`src/rtl/solver_ctrl_fsm.sv`:
```
// Top-level sequencer for the backtracking sudoku solver: runs IDLE -> INIT -> SOLVE -> FINISH/FAIL,
// kicks the init/solve sub-FSMs and muxes their datapath controls onto the shared address generator and mark memory.
module solver_ctrl_fsm #(
    parameter int GRID_N     = 9,
    parameter int CELL_W     = 4,
    parameter int CYC_W      = 32,
    parameter int MAX_CYCLES = 0
) (
    input  logic              clk,
    input  logic              rst,
    input  logic              i_start,
    input  logic              i_abort,
    input  logic              i_init_done,
    input  logic              i_solve_done,
    input  logic              i_solve_fail,
    input  logic              i_init_addr_en,
    input  logic              i_init_we_mark,
    input  logic              i_init_mark_val,
    input  logic              i_solve_addr_en,
    input  logic              i_solve_we_mark,
    input  logic              i_solve_mark_val,
    input  logic              i_store_pre_data,
    input  logic [CELL_W-1:0] i_mem_rddata,
    output logic              o_init_start,
    output logic              o_solve_start,
    output logic [1:0]        o_phase,
    output logic              o_addr_gen_en,
    output logic              o_we_mark,
    output logic              o_mark_value,
    output logic              o_get_num_from_mem,
    output logic [CELL_W-1:0] o_pre_data,
    output logic              o_busy,
    output logic              o_done,
    output logic              o_fail,
    output logic              o_timeout,
    output logic [CYC_W-1:0]  o_cycle_cnt
);

    typedef enum logic [2:0] {
        S_IDLE   = 3'd0,
        S_INIT   = 3'd1,
        S_SOLVE  = 3'd2,
        S_FINISH = 3'd3,
        S_FAIL   = 3'd4
    } state_t;

    // A cell value must be able to hold every digit 1..GRID_N plus the empty code 0.
    if (2**CELL_W <= GRID_N) begin : g_cell_w_too_small_for_grid_n
    end

    state_t              r_state;
    state_t              w_next;
    logic                r_init_start;
    logic                r_solve_start;
    logic                r_timeout;
    logic [CYC_W-1:0]    r_cycle_cnt;
    logic [CELL_W-1:0]   r_pre_data;
    logic                w_busy;
    logic                w_wd_expire;
    logic                w_wd_take;

    assign w_busy      = (r_state == S_INIT) || (r_state == S_SOLVE);
    assign w_wd_expire = (MAX_CYCLES != 0) && w_busy && (r_cycle_cnt == CYC_W'(MAX_CYCLES - 1));

    always_ff @(posedge clk) begin
        if (rst) begin
            r_state <= S_IDLE;
        end else begin
            r_state <= w_next;
        end
    end

    // Abort beats everything; in SOLVE a same-cycle done still wins over the watchdog.
    always_comb begin
        w_next    = r_state;
        w_wd_take = 1'b0;
        case (r_state)
            S_IDLE: begin
                if (i_start) w_next = S_INIT;
            end
            S_INIT: begin
                if (i_abort) begin
                    w_next = S_IDLE;
                end else if (w_wd_expire) begin
                    w_next    = S_FAIL;
                    w_wd_take = 1'b1;
                end else if (i_init_done) begin
                    w_next = S_SOLVE;
                end
            end
            S_SOLVE: begin
                if (i_abort) begin
                    w_next = S_IDLE;
                end else if (i_solve_done) begin
                    w_next = S_FINISH;
                end else if (i_solve_fail) begin
                    w_next = S_FAIL;
                end else if (w_wd_expire) begin
                    w_next    = S_FAIL;
                    w_wd_take = 1'b1;
                end
            end
            S_FINISH, S_FAIL: begin
                if (i_start) w_next = S_INIT;
            end
            default: w_next = S_IDLE;
        endcase
    end

    always_comb begin
        o_phase            = 2'b00;
        o_addr_gen_en      = 1'b0;
        o_we_mark          = 1'b0;
        o_mark_value       = 1'b0;
        o_get_num_from_mem = 1'b0;
        o_done             = 1'b0;
        o_fail             = 1'b0;
        case (r_state)
            S_INIT: begin
                o_phase            = 2'b01;
                o_addr_gen_en      = i_init_addr_en;
                o_we_mark          = i_init_we_mark;
                o_mark_value       = i_init_mark_val;
                o_get_num_from_mem = 1'b1;
            end
            S_SOLVE: begin
                o_phase       = 2'b10;
                o_addr_gen_en = i_solve_addr_en;
                o_we_mark     = i_solve_we_mark;
                o_mark_value  = i_solve_mark_val;
            end
            S_FINISH: begin
                o_phase = 2'b11;
                o_done  = 1'b1;
            end
            S_FAIL: begin
                o_phase = 2'b11;
                o_fail  = 1'b1;
            end
            default: o_phase = 2'b00;
        endcase
    end

    // The counter freezes on the expiry cycle so a timed-out run reports MAX_CYCLES-1.
    always_ff @(posedge clk) begin
        if (rst) begin
            r_init_start  <= 1'b0;
            r_solve_start <= 1'b0;
            r_timeout     <= 1'b0;
            r_cycle_cnt   <= '0;
            r_pre_data    <= '0;
        end else begin
            r_init_start  <= (w_next == S_INIT) && (r_state != S_INIT);
            r_solve_start <= (w_next == S_SOLVE) && (r_state != S_SOLVE);
            if (!w_busy && (w_next == S_INIT)) begin
                r_cycle_cnt <= '0;
                r_timeout   <= 1'b0;
            end else begin
                if (w_busy && !w_wd_expire && (r_cycle_cnt != '1)) begin
                    r_cycle_cnt <= r_cycle_cnt + CYC_W'(1);
                end
                if (w_wd_take) begin
                    r_timeout <= 1'b1;
                end
            end
            if ((r_state == S_SOLVE) && i_store_pre_data) begin
                r_pre_data <= i_mem_rddata;
            end
        end
    end

    assign o_init_start  = r_init_start;
    assign o_solve_start = r_solve_start;
    assign o_busy        = w_busy;
    assign o_timeout     = r_timeout;
    assign o_cycle_cnt   = r_cycle_cnt;
    assign o_pre_data    = r_pre_data;

endmodule

```
`config.mk`:
```
export PLATFORM = sky130hd
export DESIGN_NAME = solver_ctrl_fsm
export DESIGN_NICKNAME = d
export VERILOG_FILES = /design/src/rtl/solver_ctrl_fsm.sv
export SDC_FILE = /design/constraint.sdc
export NUM_CORES = 1
export LEC_CHECK = 0
export ABC_AREA = 0
export BUFFER_PORTS_ARGS = -buffer_cell sky130_fd_sc_hd__buf_4
export CAP_MARGIN = 10
export CORE_MARGIN = 2
export CORE_UTILIZATION = 50
export DETAILED_ROUTE_END_ITERATION = 7
export GPL_ROUTABILITY_DRIVEN = 0
export MAX_ROUTING_LAYER = met4
export PLACE_DENSITY = 0.8
export SLEW_MARGIN = 10
export SYNTH_ARGS = -nofsm -noshare
export SYNTH_HDL_FRONTEND = slang
export SYNTH_SLANG_ARGS = --single-unit
export TNS_END_PERCENT = 1
```
`constraint.sdc`:
```
create_clock -name clk -period 3.45 [get_ports clk]
set_input_delay 0.1725 -clock clk [delete_from_list [all_inputs] [get_ports clk]]
set_output_delay 0.1725 -clock clk [all_outputs]
set_load 0.01 [all_outputs]
```
==> qor.yml, run 1 <==
status: "finished, final reports clean"
post-cts-setup-buffers: 0
ant_nets: 0
syn_nets: 282
root_buffer: "clkbuf_8"
final_cell_area_mm2: 0.00272
finalClockSkew_ns: 0.00707
clkTransAtPathRegs_ns: 0.08
cp-end-kind: "flop"
fmax_mhz: 396
final.period_utilization_pct: 73.2
slowest_delay_ns: 0.67
die_h_um: 69.6
cts_buffer_depth: 2
path_common_cell: "or4_1"
core_area_mm2: 0.00406
wirelength_um: 5240
worstHoldPathType: "in2reg"
drt-wirelength-per-cell_um: 14.1
drc: 0
cp_cell_sequence: "ha_1 > nand4_2 > or4_1 > or3_4 > or4_1 > a21oi_1"
worstPathArrival_ns: 2.74
place.port_buffers: 64
synth_warnings: 0
insertion_delay_ns: 0.29
tritoncts.num_buffers: 5
powerDensity_mw_per_mm2: 321
placed_area_mm2: 0.00263
max-cap-violations: 0
synth_edf_count: 0
slew_headroom_pct: 52.2
start_util_pct: 53.0
clock-sinks: 41
maxSlewViolCount: 0
cts_hold_buffers: 0
vias_per_cell: 5.88
grt_overflow_total: 0
grtUsageTotal_pct: 22.0
grt_pass1_wl_um: 8650
tightest_slew_ns: 0.716
path_max_fanout: 11
post_cts_resized: 0
avgSynthCellArea_um2: 8.18
synth.distinct_cells: 52
vias: 2186
pre_cts_slack_ns: 0.943
grt_pass1_vias: 1907
htreeDepth: 2
cp.required_ns: 3.67
rsz0062_at_grt: "false"
path_class: "reg2reg"
drt_pass1_iterations: 4
place_hpwl_um: 3870
worst_ir_drop_vdd_mv: 0.192
fin_ws_ns: 0.925
synthToLayoutAreaGrowth_pct: 26.2
p_leak_nw: 1.05
startpoint: "o_cycle_cnt[0]"
die_w_um: 69.6
yosysSeqAreaShare_pct: 38.2
ys_ff_latch: 41
async_reset_ff_share_pct: 0
rrSetupSlack_ns: 0.93
antenna_found_initial: 0
syn-cell-area_mm2: 0.00215
met3_usage_pct: 3.92
syn_inst: 263
drt_iter0_markers: 125
use_met1_pct: 28.5
io_pins: 66
fin_crit_ns: 2.52
dieArea_mm2: 0.00484
nNetsFinal: 341
setup_tns_ns: 0
num_rows: 23
grt_use_met2_pct: 35.1
diodes: 0
grt_max_degree: 31
cts_tree: "yes"
finalSetupViolations: 0
slowest_stage: "or4_1"
reg2reg_from: "o_cycle_cnt[0]"
layout-drive-gt1-share_pct: 25.2
min_from: "i_mem_rddata[2]"
cp-start-kind: "flop"
hold_viol: 0
top_usage_layer: "met2"
synth_ff_type: "dfxtp_1"
-- path summary, 6_finish.rpt --
path                endpoint  depth (start not counted)
max          o_cycle_cnt[28]                          6
min            o_pre_data[2]                          3
max reg2reg  o_cycle_cnt[28]                          6
min reg2reg    o_pre_data[0]                          2
-- worst max-delay path, delay by kind of cell, from the launching register on --
kind,cells,cell delay (ns)
DFF,1,0.44
AOI/OAI and AO/OA,1,0.15
adders and majority gates,1,0.24
and+or+nand+nor,4,1.62
-- Yosys cell counts (4+ instances only) --
cell / count / area [um^2]
and3_1: 4 / 25.0
and4_1: 5 / 43.8
clkbuf_1: 8 / 30.0
inv_1: 5 / 18.8
o211ai_1: 4 / 30.0
dfxtp_1: 41 / 821
nor2b_1: 4 / 25.0
or3_1: 20 / 125
a21oi_1: 24 / 120
nor2_1: 22 / 82.6
xnor2_1: 4 / 35.0
mux2i_1: 6 / 60.1
nand3_1: 8 / 40.0
nor3_1: 4 / 20.0
o21ai_0: 19 / 95.1
nor4_1: 5 / 31.3
nand2_1: 21 / 78.8
nand4_1: 8 / 50.1
or4_1: 6 / 45.0
-- cell families (layout without fill, tap and decap cells) --
logic type | after synthesis | count (layout) | share of synthesized area [%]
xor gates and xnor gates | 7 | 7 | 2.85
AOI/OAI and AO/OA | 62 | 62 | 16.9
and+or+nand+nor | 128 | 128 | 34.7
buffers and inverters | 17 | 76 | 3.90
adders and majority gates | 1 | 1 | 0.582
DFF | 41 | 41 | 38.2
muxes | 6 | 6 | 2.79
other | 1 | 1 | 0.174
-- area by class of cell --
cell class	count	area (um^2)
Tap cell	50	62.6
Inverter	5	18.8
Sequential cell	41	821
Fill cell	367	1340
Clock buffer	7	86.3
Timing Repair Buffer	64	480
Multi-Input combinational cell	205	1250
-- power breakdown --
part | internal, mW | switching [mW] | total [mW]
clock network | 0.159 | 0.154 | 0.312
registers | 0.477 | 0.00640 | 0.483
logic | 0.0361 | 0.0390 | 0.0751
-- sequential cells by signal (all words and copies together), names as in the netlist --
name / count
r_state: 3
o_init_start: 1
o_cycle_cnt: 32
o_pre_data: 4
o_solve_start: 1
-- through the flow --
| stage | hold slack (ns) | utilization (%) | instances | power (mW) |
|---|---|---|---|---|
| 2_1_floorplan | 0.320 | - | 263 | 0.533 |
| 3_3_place_gp | 0.405 | 64.8 | 365 | 0.568 |
| 3_5_place_dp | 0.417 | 64.8 | 365 | 0.569 |
| 4_1_cts | 0.121 | 66.9 | 372 | 0.877 |
| 5_1_grt | 0.142 | 66.9 | 372 | 0.902 |
| 6_report | 0.123 | 66.9 | 372 | 0.870 |
-- layout by cell type (no fill, tap or decap), types with 2 or more instances in the layout --
master    count
inv_1         5
nand2_1      21
xor2_1        3
a22oi_1       3
buf_4        64
nor4_1        5
nor2_1       22
a21oi_1      24
and3_1        4
xnor2_1       4
o21a_1        2
and4_1        5
nand2b_1      3
or4_1         6
clkbuf_8      6
nor3_1        4
mux2i_1       6
o21ai_0      19
nor2b_1       4
dfxtp_1      41
or3_1        20
or2_2         3
nor3b_1       2
nand4_2       2
o211ai_1      4
nand4_1       8
nand3_1       8
-- layer usage --
metal,share of wire (%),vias to the layer above
li1,-,1093
met1,46,1028
met2,47,57
met3,5.5,8
met4,1.4,0
met5,0,-
No activity file was read; power rests on OpenSTA's default activity.
==> run 2, diff against run 1 <==
--- a/config.mk
+++ b/config.mk
@@ -9,11 +9,11 @@
 export BUFFER_PORTS_ARGS = -buffer_cell sky130_fd_sc_hd__buf_4
 export CAP_MARGIN = 10
 export CORE_MARGIN = 2
-export CORE_UTILIZATION = 50
+export CORE_UTILIZATION = 46
 export DETAILED_ROUTE_END_ITERATION = 7
 export GPL_ROUTABILITY_DRIVEN = 0
 export MAX_ROUTING_LAYER = met4
-export PLACE_DENSITY = 0.8
+export PLACE_DENSITY = 0.78
 export SLEW_MARGIN = 10
 export SYNTH_ARGS = -nofsm -noshare
 export SYNTH_HDL_FRONTEND = slang
==> constraint.sdc (replaced) <==
create_clock -name clk -period 2.3 [get_ports clk]
set_input_delay 0.115 -clock clk [delete_from_list [all_inputs] [get_ports clk]]
set_output_delay 0.115 -clock clk [all_outputs]
set_load 0.01 [all_outputs]
==> run 2 against run 1 <==
Effect of this change:
- register-to-register slack worse by 0.86 ns
- wire length is 5.4% higher
- sequential share of layout area fell by 1.2 points
- clock skew rose by 0.0040 ns
- non-clock buffer count rose by 15
- power is 50% higher
- final area up 5.1%
- die area grew 8.2%
- first-iteration DRC count rose by 0.80%
- critical path depth unchanged
- maximum frequency is 13% higher
- critical path type unchanged
==> qor.yml, run 2 (synthesis gave the netlist of run 1 again) <==
status: "finished, final reports clean"
pre_cts_slack_ns: 0.0741  # -0.869 ns
wl_met2_um: 2530  # +1.7%
drc: 0  # unchanged
post-cts-setup-buffers: 0  # unchanged
cts_buffer_depth: 2  # unchanged
final_cells: 390  # +4.8%
routed-wl-met3_um: 237  # -18%
tritoncts.num_buffers: 5  # unchanged
grt_pass1_wl_um: 8930  # +3.2%
diodes: 0  # unchanged
insertion_delay_ns: 0.30  # about the same
p_leak_nw: 1.12  # +7.5%
mostFrequentLayoutCells: "79 x buf_4, 38 x dfxtp_1, 24 x a21oi_1, 22 x nor2_1, 21 x nand2_1"
fin_crit_ns: 2.24  # -0.287 ns
p_total_mw: 1.31  # +50%
maxSlewViolCount: 0  # unchanged
clock-sinks: 41  # unchanged
fmax_mhz: 447  # +13%
io_pins: 66  # unchanged
dieArea_mm2: 0.00524  # +8.2%
start_util_pct: 48.4  # -4.6 points
highest_layer: "met4"
nNetsFinal: 356  # +4.4%
largest_reg_flops: 32  # unchanged
holdWs_ns: 0.0614  # -0.0617 ns
die_w_um: 72.4  # +4.0%
worstPathArrival_ns: 2.47  # -0.27 ns
rsz0062_at_grt: "true"
hold_viol: 0  # unchanged
cp.required_ns: 2.54  # -1.13 ns
fin_ws_ns: 0.0622  # -0.863 ns
finalSetupViolations: 0  # unchanged
drt-met1-wl_um: 2650  # +11%
grt_overflow_total: 0  # unchanged
vias: 2242  # +2.6%
htreeDepth: 2  # unchanged
cts_tree: "yes"
path_class: "reg2reg"
nFillCells: 410  # +12%
finalClockSkew_ns: 0.0111  # +0.00402 ns
grt_max_degree: 14  # -55%
vias_per_cell: 5.75  # -2.2%
worst_ir_drop_vdd_mv: 0.481  # +150%
layout-drive-gt1-share_pct: 30.5  # +5.3 points
cp-end-kind: "flop"
die_h_um: 72.4  # +4.0%
drt_iter0_markers: 126  # +0.80%
final.period_utilization_pct: 97.3  # +24 points
drt_pass1_iterations: 4  # unchanged
num_rows: 24  # +4.3%
drt-wirelength-per-cell_um: 14.2  # +0.57%
cp-start-kind: "flop"
max-cap-violations: 0  # unchanged
cts_hold_buffers: 0  # unchanged
grtUsageTotal_pct: 21.9  # -0.073 points
path_max_fanout: 11  # unchanged
antenna_found_initial: 0  # unchanged
core_area_mm2: 0.00444  # +9.5%
powerDensity_mw_per_mm2: 458  # +43%
ant_nets: 0  # unchanged
synthToLayoutAreaGrowth_pct: 32.6
place.port_buffers: 64  # unchanged
clkTransAtPathRegs_ns: 0.08  # about the same
place_hpwl_um: 4190  # +8.2%
dp_cells: 382  # +4.7%
multi_input_area_mm2: 0.00126  # +1.4%
finish.utilization_pct: 64.2  # -2.7 points
post_cts_resized: 0  # unchanged
grt_pass1_vias: 1969  # +3.3%
mostFrequentLayoutCell: "buf_4"
root_buffer: "clkbuf_8"
worstHoldPathType: "in2reg"
wirelength_um: 5520  # +5.4%
ff_latch_area_um2: 830  # +1.1%
run 2: metal layers:
| metal | track usage, % | vias up |
|---|---|---|
| li1 | - | 1123 |
| met1 | 29.1 | 1050 |
| met2 | 33.1 | 58 |
| met3 | 4.44 | 11 |
| met4 | 8.02 | 0 |
| met5 | - | - |
run 2: worst paths after layout:
kind	endpoint	from	slack (ns)	depth (start not counted)
setup reg to reg	o_cycle_cnt[28]	o_cycle_cnt[0]	0.06	6
setup / recovery	o_cycle_cnt[28]	o_cycle_cnt[0]	0.06	6
hold / removal	o_pre_data[0]	i_mem_rddata[0]	0.06	3
hold reg to reg	o_pre_data[0]	o_pre_data[0]	0.50	2
run 2: power by group:
group          internal, mW  switching [mW]  leakage, nW
clock                 0.210           0.248       0.0450
combinational        0.0623          0.0639        0.747
sequential            0.714         0.00698        0.333
total                 0.987           0.319         1.12
run 2: cell type report:
cell class,instances,area share (%)
sequential,41,29.1
tap,52,2.28
inverter,5,0.658
clock inverter,2,0.351
clock buffer,6,2.54
timing repair buffer,79,20.8
multi-input combinational,205,44.3
run 2: critical path, cell delays in order, from the launching register on:
cell and delay (ns):
dfxtp_4 0.40, ha_4 0.15, nand4_2 0.12, or4_1 0.56, or3_4 0.40, or4_1 0.41
a21oi_1 0.14
run 2: metrics by stage:
step | TNS (ns) | instance area (um^2)
finish | 0 | 2850
global route | -0.00444 | 2850
CTS | 0 | 2840
detailed placement | 0 | 2760
global placement | 0 | 2760
floorplan | 0 | 2170
==> run 3, diff against run 2 <==
--- a/config.mk
+++ b/config.mk
@@ -6,10 +6,11 @@
 export NUM_CORES = 1
 export LEC_CHECK = 0
 export ABC_AREA = 0
-export BUFFER_PORTS_ARGS = -buffer_cell sky130_fd_sc_hd__buf_4
+export BUFFER_PORTS_ARGS = -buffer_cell sky130_fd_sc_hd__buf_2
 export CAP_MARGIN = 10
 export CORE_MARGIN = 2
 export CORE_UTILIZATION = 46
+export CTS_CLUSTER_DIAMETER = 50
 export DETAILED_ROUTE_END_ITERATION = 7
 export GPL_ROUTABILITY_DRIVEN = 0
 export MAX_ROUTING_LAYER = met4
==> run 3 against run 2 <==
Effect of this change:
- die area is the same
- flip-flop and latch count is the same
- maximum frequency is 1.4% higher
- register-to-register slack improved by 0.03 ns
- via count decreased by 0.71%
- wire length is 3.3% lower
- highest routed layer unchanged
==> qor.yml, run 3 (synthesis gave the netlist of run 1 again) <==
status: "finished, final reports clean"
slowest_stage: "or4_4"
cp-end-kind: "flop"
dieArea_mm2: 0.00524  # unchanged
nFillCells: 408  # -0.49%
cp_cell_sequence: "nand4_1 > or4_4 > or3_4 > or4_1 > a21oi_1"
worstPathArrival_ns: 2.43  # -0.04 ns
cp.required_ns: 2.52  # -0.02 ns
drt_iter0_markers: 150  # +19%
vias: 2226  # -0.71%
fmax_mhz: 453  # +1.4%
drc: 0  # unchanged
tritoncts.num_buffers: 5  # unchanged
die_w_um: 72.4  # unchanged
vias_per_cell: 5.65  # -1.7%
root_buffer: "clkbuf_8"
io_pins: 66  # unchanged
slowest_delay_ns: 0.57  # about the same
cp-start-kind: "flop"
min_from: "i_mem_rddata[1]"
multi_input_area_mm2: 0.00127  # +0.50%
htreeDepth: 2  # unchanged
powerDensity_mw_per_mm2: 471  # +2.8%
ant_nets: 0  # unchanged
cts_tree: "yes"
cts_hold_buffers: 0  # unchanged
fin_crit_ns: 2.21  # -0.0315 ns
grt_max_degree: 18  # +4
start_util_pct: 48.4  # unchanged
finalSetupViolations: 0  # unchanged
path_class: "reg2reg"
finish.utilization_pct: 61.3  # -2.9 points
maxSlewViolCount: 0  # unchanged
reg2reg_from: "o_cycle_cnt[15]"
synthToLayoutAreaGrowth_pct: 26.6
rr_worst_depth: 5  # -1
place_hpwl_um: 3900  # -6.9%
wirelength_um: 5340  # -3.3%
finalClockSkew_ns: 0.00538  # -0.00571 ns
hold_viol: 0  # unchanged
grt_overflow_total: 0  # unchanged
whs_endpoint: "o_pre_data[1]"
setup_tns_ns: 0  # unchanged
final_cell_area_mm2: 0.00272  # -4.6%
insertion_delay_ns: 0.29  # about the same
clkTransAtPathRegs_ns: 0.07  # about the same
core_area_mm2: 0.00444  # unchanged
ff_latch_area_um2: 830  # unchanged
antenna_found_initial: 0  # unchanged
drt-wirelength-per-cell_um: 13.6  # -4.3%
rsz0062_at_grt: "false"
grtUsageTotal_pct: 21.4  # -0.58 points
clock-sinks: 41  # unchanged
hold_depth: 3  # unchanged
diodes: 0  # unchanged
nNetsFinal: 360  # +1.1%
drt_pass1_iterations: 4  # unchanged
max-cap-violations: 0  # unchanged
final.period_utilization_pct: 95.9  # -1.4 points
power_frac_seq_pct: 56.2  # +1.0 points
worst_ir_drop_vdd_mv: 0.406  # -16%
p_leak_nw: 1.12  # about the same
num_rows: 24  # unchanged
cts_buffer_depth: 2  # unchanged
p_comb_share_pct: 9.1  # -0.6 points
mostFrequentLayoutCells: "64 x buf_2, 38 x dfxtp_1, 24 x a21oi_1, 22 x nor2_1, 21 x nand2_1"
rrSetupSlack_ns: 0.09  # +0.03 ns
mostFrequentLayoutCell: "buf_2"
p_sw_mw: 0.300  # -5.9%
layout-drive-gt1-share_pct: 30.4  # -0.064 points
largest_reg_flops: 32  # unchanged
die_h_um: 72.4  # unchanged
reg2reg_to: "o_cycle_cnt[28]"
clkPwrFrac_pct: 34.7  # -0.4 points
placed_area_mm2: 0.00260  # -5.8%
path_max_fanout: 7  # -4
worstHoldPathType: "in2reg"
internal_power_mw: 0.981  # -0.58%
p_sw_share_pct: 23.5  # -0.99 points
grt_pass1_vias: 1958  # -0.56%
place.port_buffers: 64  # unchanged
holdWs_ns: 0.0657  # +0.00431 ns
grt_pass1_wl_um: 8820  # -1.2%
==> run 3: cell count changes in the layout (fill, tap and decap cells not counted), sizes merged <==
cell,before,now
buf,79,82
clkbuf,6,8
clkinv,2,0
or3,21,22
==> run 3: critical path: cells and delay by family, from the launching register on <==
family          cells  cell delay [ns]
simple gates        4             1.55
compound gates      1             0.15
flops               1             0.44
==> run 3: worst max path at each step <==
stage / from / to / slack (ns) / cells past startpoint
2_1_floorplan: o_cycle_cnt[1] / o_cycle_cnt[22] / 0.01 / 8
3_3_place_gp: o_cycle_cnt[0] / o_cycle_cnt[28] / 0.12 / 6
3_5_place_dp: o_cycle_cnt[1] / o_cycle_cnt[28] / 0.08 / 6
4_1_cts: o_cycle_cnt[1] / o_cycle_cnt[28] / 0.06 / 6
5_1_grt: o_cycle_cnt[3] / o_cycle_cnt[19] / 0.005 / 5
6_report: o_cycle_cnt[15] / o_cycle_cnt[28] / 0.09 / 5
==> run 3: power groups by stage <==
stage | clock network [mW] | logic (mW) | registers [mW]
after floorplan | 0 | 0.0624 | 0.739
after global placement | 0 | 0.109 | 0.737
after detailed placement | 0 | 0.111 | 0.738
after CTS | 0.457 | 0.111 | 0.721
after global routing | 0.483 | 0.130 | 0.721
final | 0.445 | 0.116 | 0.720
==> run 3: layer usage <==
layer / share of wire (%) / track usage, % / vias up
met1: 48 / 28.3 / 1030
met5: 0 / - / -
met3: 5.3 / 4.31 / 9
li1: - / - / 1132
met4: 1.4 / 7.41 / 0
met2: 46 / 32.5 / 55
==> run 3: area by class of cell <==
type | count | share of cell area (%)
sequential | 41 | 30.5
inverter | 5 | 0.689
multi-input combinational | 206 | 46.6
timing repair buffer | 82 | 16.9
clock buffer | 8 | 2.94
tap | 52 | 2.39
==> run 3: stage by stage <==
step / power [mW] / std cells / setup slack (ns)
3_5_place_dp: 0.848 / 382 / 0.0775
3_3_place_gp: 0.846 / 382 / 0.124
4_1_cts: 1.29 / 390 / 0.0559
6_report: 1.28 / 394 / 0.0938
5_1_grt: 1.33 / 394 / 0.00463
2_1_floorplan: 0.801 / 263 / 0.0104
==> run 3: repair_timing <==
action,4_1_cts,5_1_grt
gates resized for setup,0,4
setup buffers,0,3
endpoints found under the hold margin,0,0
setup endpoints to repair,0,2
